### src/rtl/dmem_store_responder.sv
// Purpose : word-addressed data RAM for the core's load/store port, plus a sticky PASS/FAIL completion monitor.
// Latency : ReadData is combinational (0 cycles); RAM write, counters and Done/Pass update on the next clk edge.
// Backpressure: none; every store is accepted or judged in the cycle it is presented, nothing is ever stalled.
//
// Ports:
//   clk, reset      rising-edge clock, asynchronous active-low reset
//   MemWrite        store strobe from the core
//   DataAdr         byte address (loads and stores)
//   WriteData       store data
//   ReadData        load data; 0 for misaligned or out-of-range addresses
//   Done / Pass     program finished (sticky) / finished successfully
//   StoreCount      accepted stores, saturating
//   CycleCount      clock edges spent in RUN
//   FailAdr         address of the store that caused FAIL, all-ones on timeout
module dmem_store_responder #(
    parameter int MEM_WORDS    = 64,
    parameter int DONE_ADDR    = 100,
    parameter int DONE_VALUE   = 25,
    parameter int SCRATCH_ADDR = 96,
    parameter int STRICT       = 1,
    parameter int TIMEOUT      = 4096
) (
    input  logic        clk,
    input  logic        reset,
    input  logic        MemWrite,
    input  logic [31:0] DataAdr,
    input  logic [31:0] WriteData,
    output logic [31:0] ReadData,
    output logic        Done,
    output logic        Pass,
    output logic [15:0] StoreCount,
    output logic [31:0] CycleCount,
    output logic [31:0] FailAdr
);

    localparam int          AW          = $clog2(MEM_WORDS);
    localparam logic [31:0] BYTE_LIMIT  = 32'(4 * MEM_WORDS);
    localparam logic [31:0] DONE_A      = 32'(DONE_ADDR);
    localparam logic [31:0] DONE_V      = 32'(DONE_VALUE);
    localparam logic [31:0] SCRATCH_A   = 32'(SCRATCH_ADDR);
    localparam logic [31:0] TIMEOUT_M1  = 32'(TIMEOUT - 1);

    localparam logic [1:0] ST_RUN  = 2'd0;
    localparam logic [1:0] ST_PASS = 2'd1;
    localparam logic [1:0] ST_FAIL = 2'd2;

    logic [31:0] mem [MEM_WORDS];

    logic [1:0]  state_q,     state_d;
    logic [15:0] store_cnt_q, store_cnt_d;
    logic [31:0] cycle_cnt_q, cycle_cnt_d;
    logic [31:0] fail_adr_q,  fail_adr_d;

    logic [AW-1:0] word_idx;
    logic          addr_ok;
    logic          addr_allowed;
    logic          store_legal;
    logic          is_done_store;
    logic          timeout_hit;
    logic          mem_we;
    logic          cnt_inc;

    assign word_idx = DataAdr[AW+1:2];
    assign addr_ok  = (DataAdr[1:0] == 2'b00) && (DataAdr < BYTE_LIMIT);

    // Read port ignores MemWrite; a same-cycle store lands at the edge, so the old word is returned.
    assign ReadData = addr_ok ? mem[word_idx] : 32'h0;

    // In strict mode only the scratch and done words may be stored to.
    assign addr_allowed  = (STRICT == 0) || (DataAdr == SCRATCH_A) || (DataAdr == DONE_A);
    assign store_legal   = MemWrite && addr_ok && addr_allowed;
    assign is_done_store = MemWrite && (DataAdr == DONE_A);
    assign timeout_hit   = (TIMEOUT != 0) && (cycle_cnt_q == TIMEOUT_M1);

    always_comb begin
        state_d     = state_q;
        store_cnt_d = store_cnt_q;
        cycle_cnt_d = cycle_cnt_q;
        fail_adr_d  = fail_adr_q;
        mem_we      = 1'b0;
        cnt_inc     = 1'b0;

        if (state_q == ST_RUN) begin
            cycle_cnt_d = cycle_cnt_q + 32'd1;
            // A store that decides the outcome takes priority over the timeout.
            if (is_done_store) begin
                if (WriteData == DONE_V) begin
                    state_d = ST_PASS;
                    // The done word may sit outside the RAM; it still counts but is not written.
                    mem_we  = addr_ok;
                    cnt_inc = 1'b1;
                end else begin
                    state_d    = ST_FAIL;
                    fail_adr_d = DataAdr;
                end
            end else if (MemWrite && !store_legal) begin
                state_d    = ST_FAIL;
                fail_adr_d = DataAdr;
            end else begin
                if (store_legal) begin
                    mem_we  = 1'b1;
                    cnt_inc = 1'b1;
                end
                if (timeout_hit) begin
                    state_d    = ST_FAIL;
                    fail_adr_d = 32'hFFFF_FFFF;
                end
            end
        end

        if (cnt_inc && (store_cnt_q != 16'hFFFF)) begin
            store_cnt_d = store_cnt_q + 16'd1;
        end
    end

    always_ff @(posedge clk or negedge reset) begin
        if (!reset) begin
            state_q     <= ST_RUN;
            store_cnt_q <= 16'h0;
            cycle_cnt_q <= 32'h0;
            fail_adr_q  <= 32'h0;
        end else begin
            state_q     <= state_d;
            store_cnt_q <= store_cnt_d;
            cycle_cnt_q <= cycle_cnt_d;
            fail_adr_q  <= fail_adr_d;
        end
    end

    // RAM contents deliberately survive reset.
    always_ff @(posedge clk) begin
        if (mem_we) begin
            mem[word_idx] <= WriteData;
        end
    end

    assign Done       = (state_q == ST_PASS) || (state_q == ST_FAIL);
    assign Pass       = (state_q == ST_PASS);
    assign StoreCount = store_cnt_q;
    assign CycleCount = cycle_cnt_q;
    assign FailAdr    = fail_adr_q;

endmodule

### config.mk
export PLATFORM = sky130hd
export DESIGN_NAME = dmem_store_responder
export DESIGN_NICKNAME = d
export VERILOG_FILES = /design/src/rtl/dmem_store_responder.sv
export SDC_FILE = /design/constraint.sdc
export NUM_CORES = 2
export LEC_CHECK = 0
export ABC_AREA = 0
export BUFFER_PORTS_ARGS = -buffer_cell sky130_fd_sc_hd__buf_2
export CELL_PAD_IN_SITES_DETAIL_PLACEMENT = 1
export CELL_PAD_IN_SITES_GLOBAL_PLACEMENT = 2
export CORE_ASPECT_RATIO = 1.75
export CORE_MARGIN = 2
export CORE_UTILIZATION = 45
export DETAILED_ROUTE_END_ITERATION = 10
export PLACE_DENSITY_LB_ADDON = 0.08
export SLEW_MARGIN = 20
export SYNTH_ARGS = -nofsm -noshare
export SYNTH_HDL_FRONTEND = slang
export SYNTH_SLANG_ARGS = --single-unit
### constraint.sdc
create_clock -name clk -period 3 [get_ports clk]
set_clock_uncertainty 0.1 [all_clocks]
set_input_delay 0.3 -clock clk [delete_from_list [all_inputs] [get_ports clk]]
set_output_delay 0.3 -clock clk [all_outputs]
set_load 0.01 [all_outputs]
==> impl_metrics.env <==
export IMPL_synth_top_area_share_pct=76.1
export IMPL_hp_class="input pin to register"
export IMPL_synthCells=3538
export IMPL_synth_area_per_cell_sq_um=22.9
export IMPL_met2_usage_pct=40.7
export IMPL_vias=40700
export IMPL_dp_hpwl_microns=128000
export IMPL_yosys_warnings=0
export IMPL_ys_top_cells_by_count="edfxtp_1 (2048), mux4_2 (514), o22ai_1 (119), dfrtp_1 (82), clkbuf_1 (63)"
export IMPL_die_w_microns=324
export IMPL_fin_tns_setup_ns=-0.118
export IMPL_clkTransAtPathRegs_ns=0.06
export IMPL_root_buffer="clkbuf_16"
export IMPL_yosysMostFrequentCell="edfxtp_1"
export IMPL_grt_pass1_vias=45300
export IMPL_post_drt_wl_per_cell_microns=21.8
export IMPL_drc=0
export IMPL_clkSinkCount=2130
export IMPL_via_per_inst=4.73
export IMPL_ys_flop_type="edfxtp_1"
export IMPL_holdWs_ns=0.0585
export IMPL_power_leakage_nw=38.5
export IMPL_crit_type="register to output port"
export IMPL_max_slew_margin_rel_pct=43.6
export IMPL_synth_edf_count=2048
export IMPL_core_rowCount=205
export IMPL_ios=181
export IMPL_gp_congestion=0.772
export IMPL_antenna_found_initial=11
export IMPL_p_per_area_nw_per_um2=630
export IMPL_clk_latency_ns=0.82
export IMPL_path_max_fanout=1
export IMPL_ys_ff_latch=2130
export IMPL_outcome="finished, violations left"
export IMPL_yosysSeqAreaShare_pct=78.6
export IMPL_ant_nets=0
export IMPL_worst_setup_path_end_kind="output port"
export IMPL_fin_crit_ns=3.05
export IMPL_post_cts_setup_buffer_count=0
export IMPL_worst_ep_arrival_time_ns=2.65
export IMPL_routed_wl_microns=188000
export IMPL_cp_start_kind="register"
export IMPL_cts_buffers_inserted=200
export IMPL_min_period_over_period_pct=102
export IMPL_cts_tree="done"
export IMPL_grt_first_pass_wirelength_microns=279000
export IMPL_fin_nets=6154
export IMPL_synth_cell_types=68
export IMPL_hold_viol=0
export IMPL_setup_viol=6
export IMPL_drive_gt1_share_pct=22.8
export IMPL_coreArea_sq_um=178000
export IMPL_die_area_sq_um=183000
export IMPL_synthTopCellsByArea="edfxtp_1 (76%), mux4_2 (14%), dfrtp_1 (2.5%), o22ai_1 (0.92%), buf_4 (0.50%)"
export IMPL_area_growth_pct=26.2
export IMPL_first_iter_violations=2597
export IMPL_start_util_pct=45.4
export IMPL_gr_usage_met1_pct=22.6
export IMPL_utilization_pct=57.2
export IMPL_finalPower_w=0.0642
export IMPL_dieHeight_microns=565
export IMPL_yosysTopAreaCell="edfxtp_1"
export IMPL_cp_required_ns=2.60
export IMPL_rsz0062_at_grt="yes"
export IMPL_grt_max_degree=65
export IMPL_drv_slew=0
export IMPL_synthesis_area_sq_um=80900
export IMPL_grtUsageTotal_pct=20.9
export IMPL_synth_async_reset_ratio_pct=3.85
export IMPL_overflow=0
export IMPL_violations="setup timing"
export IMPL_cts_buffer_depth=4
export IMPL_busiest_layer="met2"
export IMPL_port_buffers=180
export IMPL_layout_setup_ws_ns=-0.0457
export IMPL_maxCapViolCount=0
export IMPL_fmaxAchievable_mhz=328
export IMPL_ctsHtreeMaxLevel=4
export IMPL_peakVddDrop_mv=0.495
export IMPL_drtPass1Iterations=5
export IMPL_worst_pin_slew_ns=0.846
export IMPL_grt_util_met3_pct=2.89
[per-layer routing]
layer,up-vias,wire (microns)
met4,4,7760
met1,21400,65800
met5,-,26
met3,312,7590
met2,732,106000
li1,18300,-
[power breakdown]
part	total, W	switching, W	leakage (nW)	internal (W)
Clock	0.0242	0.0107	2.97	0.0135
Sequential	0.0356	0.000552	21.1	0.0351
Combinational	0.00447	0.00248	14.4	0.00200
[kinds of logic after synthesis]
group                    count (synthesis)  synth area share, %
flip-flops                            2130                 78.6
multiplexers                           552                 14.8
AO/OA/AOI/OAI                          335                 2.97
AND/OR/NAND/NOR                        282                 1.87
buffers and inverters                  191                 1.23
XOR/XNOR                                43                0.466
adder cells (fa/ha/maj)                  4               0.0619
other                                    1              0.00464
[path summary, 6_finish.rpt]
check	startpoint	end	slack, ns	cells after the start
min in group asynchronous	reset	FailAdr[5]$_DFFE_PN0P_	0.57	3
min	WriteData[12]	mem[1][12]$_DFFE_PP_	0.06	2
max reg2reg	state_q[0]$_DFFE_PN0P_	FailAdr[21]$_DFFE_PN0P_	0.43	9
max in group asynchronous	reset	CycleCount[27]$_DFFE_PN0P_	1.02	4
max	mem[6][24]$_DFFE_PP_	ReadData[24]	-0.05	4
min reg2reg	CycleCount[6]$_DFFE_PN0P_	CycleCount[6]$_DFFE_PN0P_	0.38	1
[layout by cell type (no fill, tap or decap), drive strengths merged, types with 23 or more instances in the layout]
cell,n
nand2,58
nor2,55
mux2i,29
o21ai,33
nand3,38
conb,1984
edfxtp,2048
a21oi,25
mux4,514
o22a,31
dfrtp,82
o22ai,119
clkbuf,254
clkinv,84
dlygate4sd3,42
and3,23
nor4,27
xor2,24
buf,496
[cell type report]
cell class / instances / area (sq um)
inverter: 12 / 45.0
tap: 2380 / 2980
fill: 16400 / 76200
sequential: 2130 / 63600
multi-input combinational: 3200 / 24700
timing repair buffer: 539 / 4710
clock inverter: 102 / 779
antenna: 3 / 7.51
clock buffer: 253 / 5310
[worst max-delay path, cell delays in order, from the launching register on]
cell	delay (ns)
edfxtp_1	0.38
mux4_2	0.48
mux4_2	0.52
o2111a_2	0.30
buf_6	0.14
[registers in the layout, summed over array words and instances, names as in the netlist]
name / flops
CycleCount: 32
FailAdr: 32
StoreCount: 16
mem: 2048
state_q: 2
[per-stage QoR]
step / instance area, sq um / std cells / setup slack, ns
floorplan: 88300 / 5521 / -0.304
detailed placement: 94700 / 8227 / -0.516
global placement: 94700 / 8227 / -0.592
finish: 102000 / 8619 / -0.0457
global route: 102000 / 8618 / -0.147
CTS: 102000 / 8616 / -0.154
[repair_timing]
item	in CTS	in global routing
pin swaps	39	23
setup endpoints to repair	30	27
cloned	0	1
resized for setup	142	31
hold endpoints to repair	201	0
hold buffers	42	0
No activity file was read; power rests on OpenSTA's default activity.
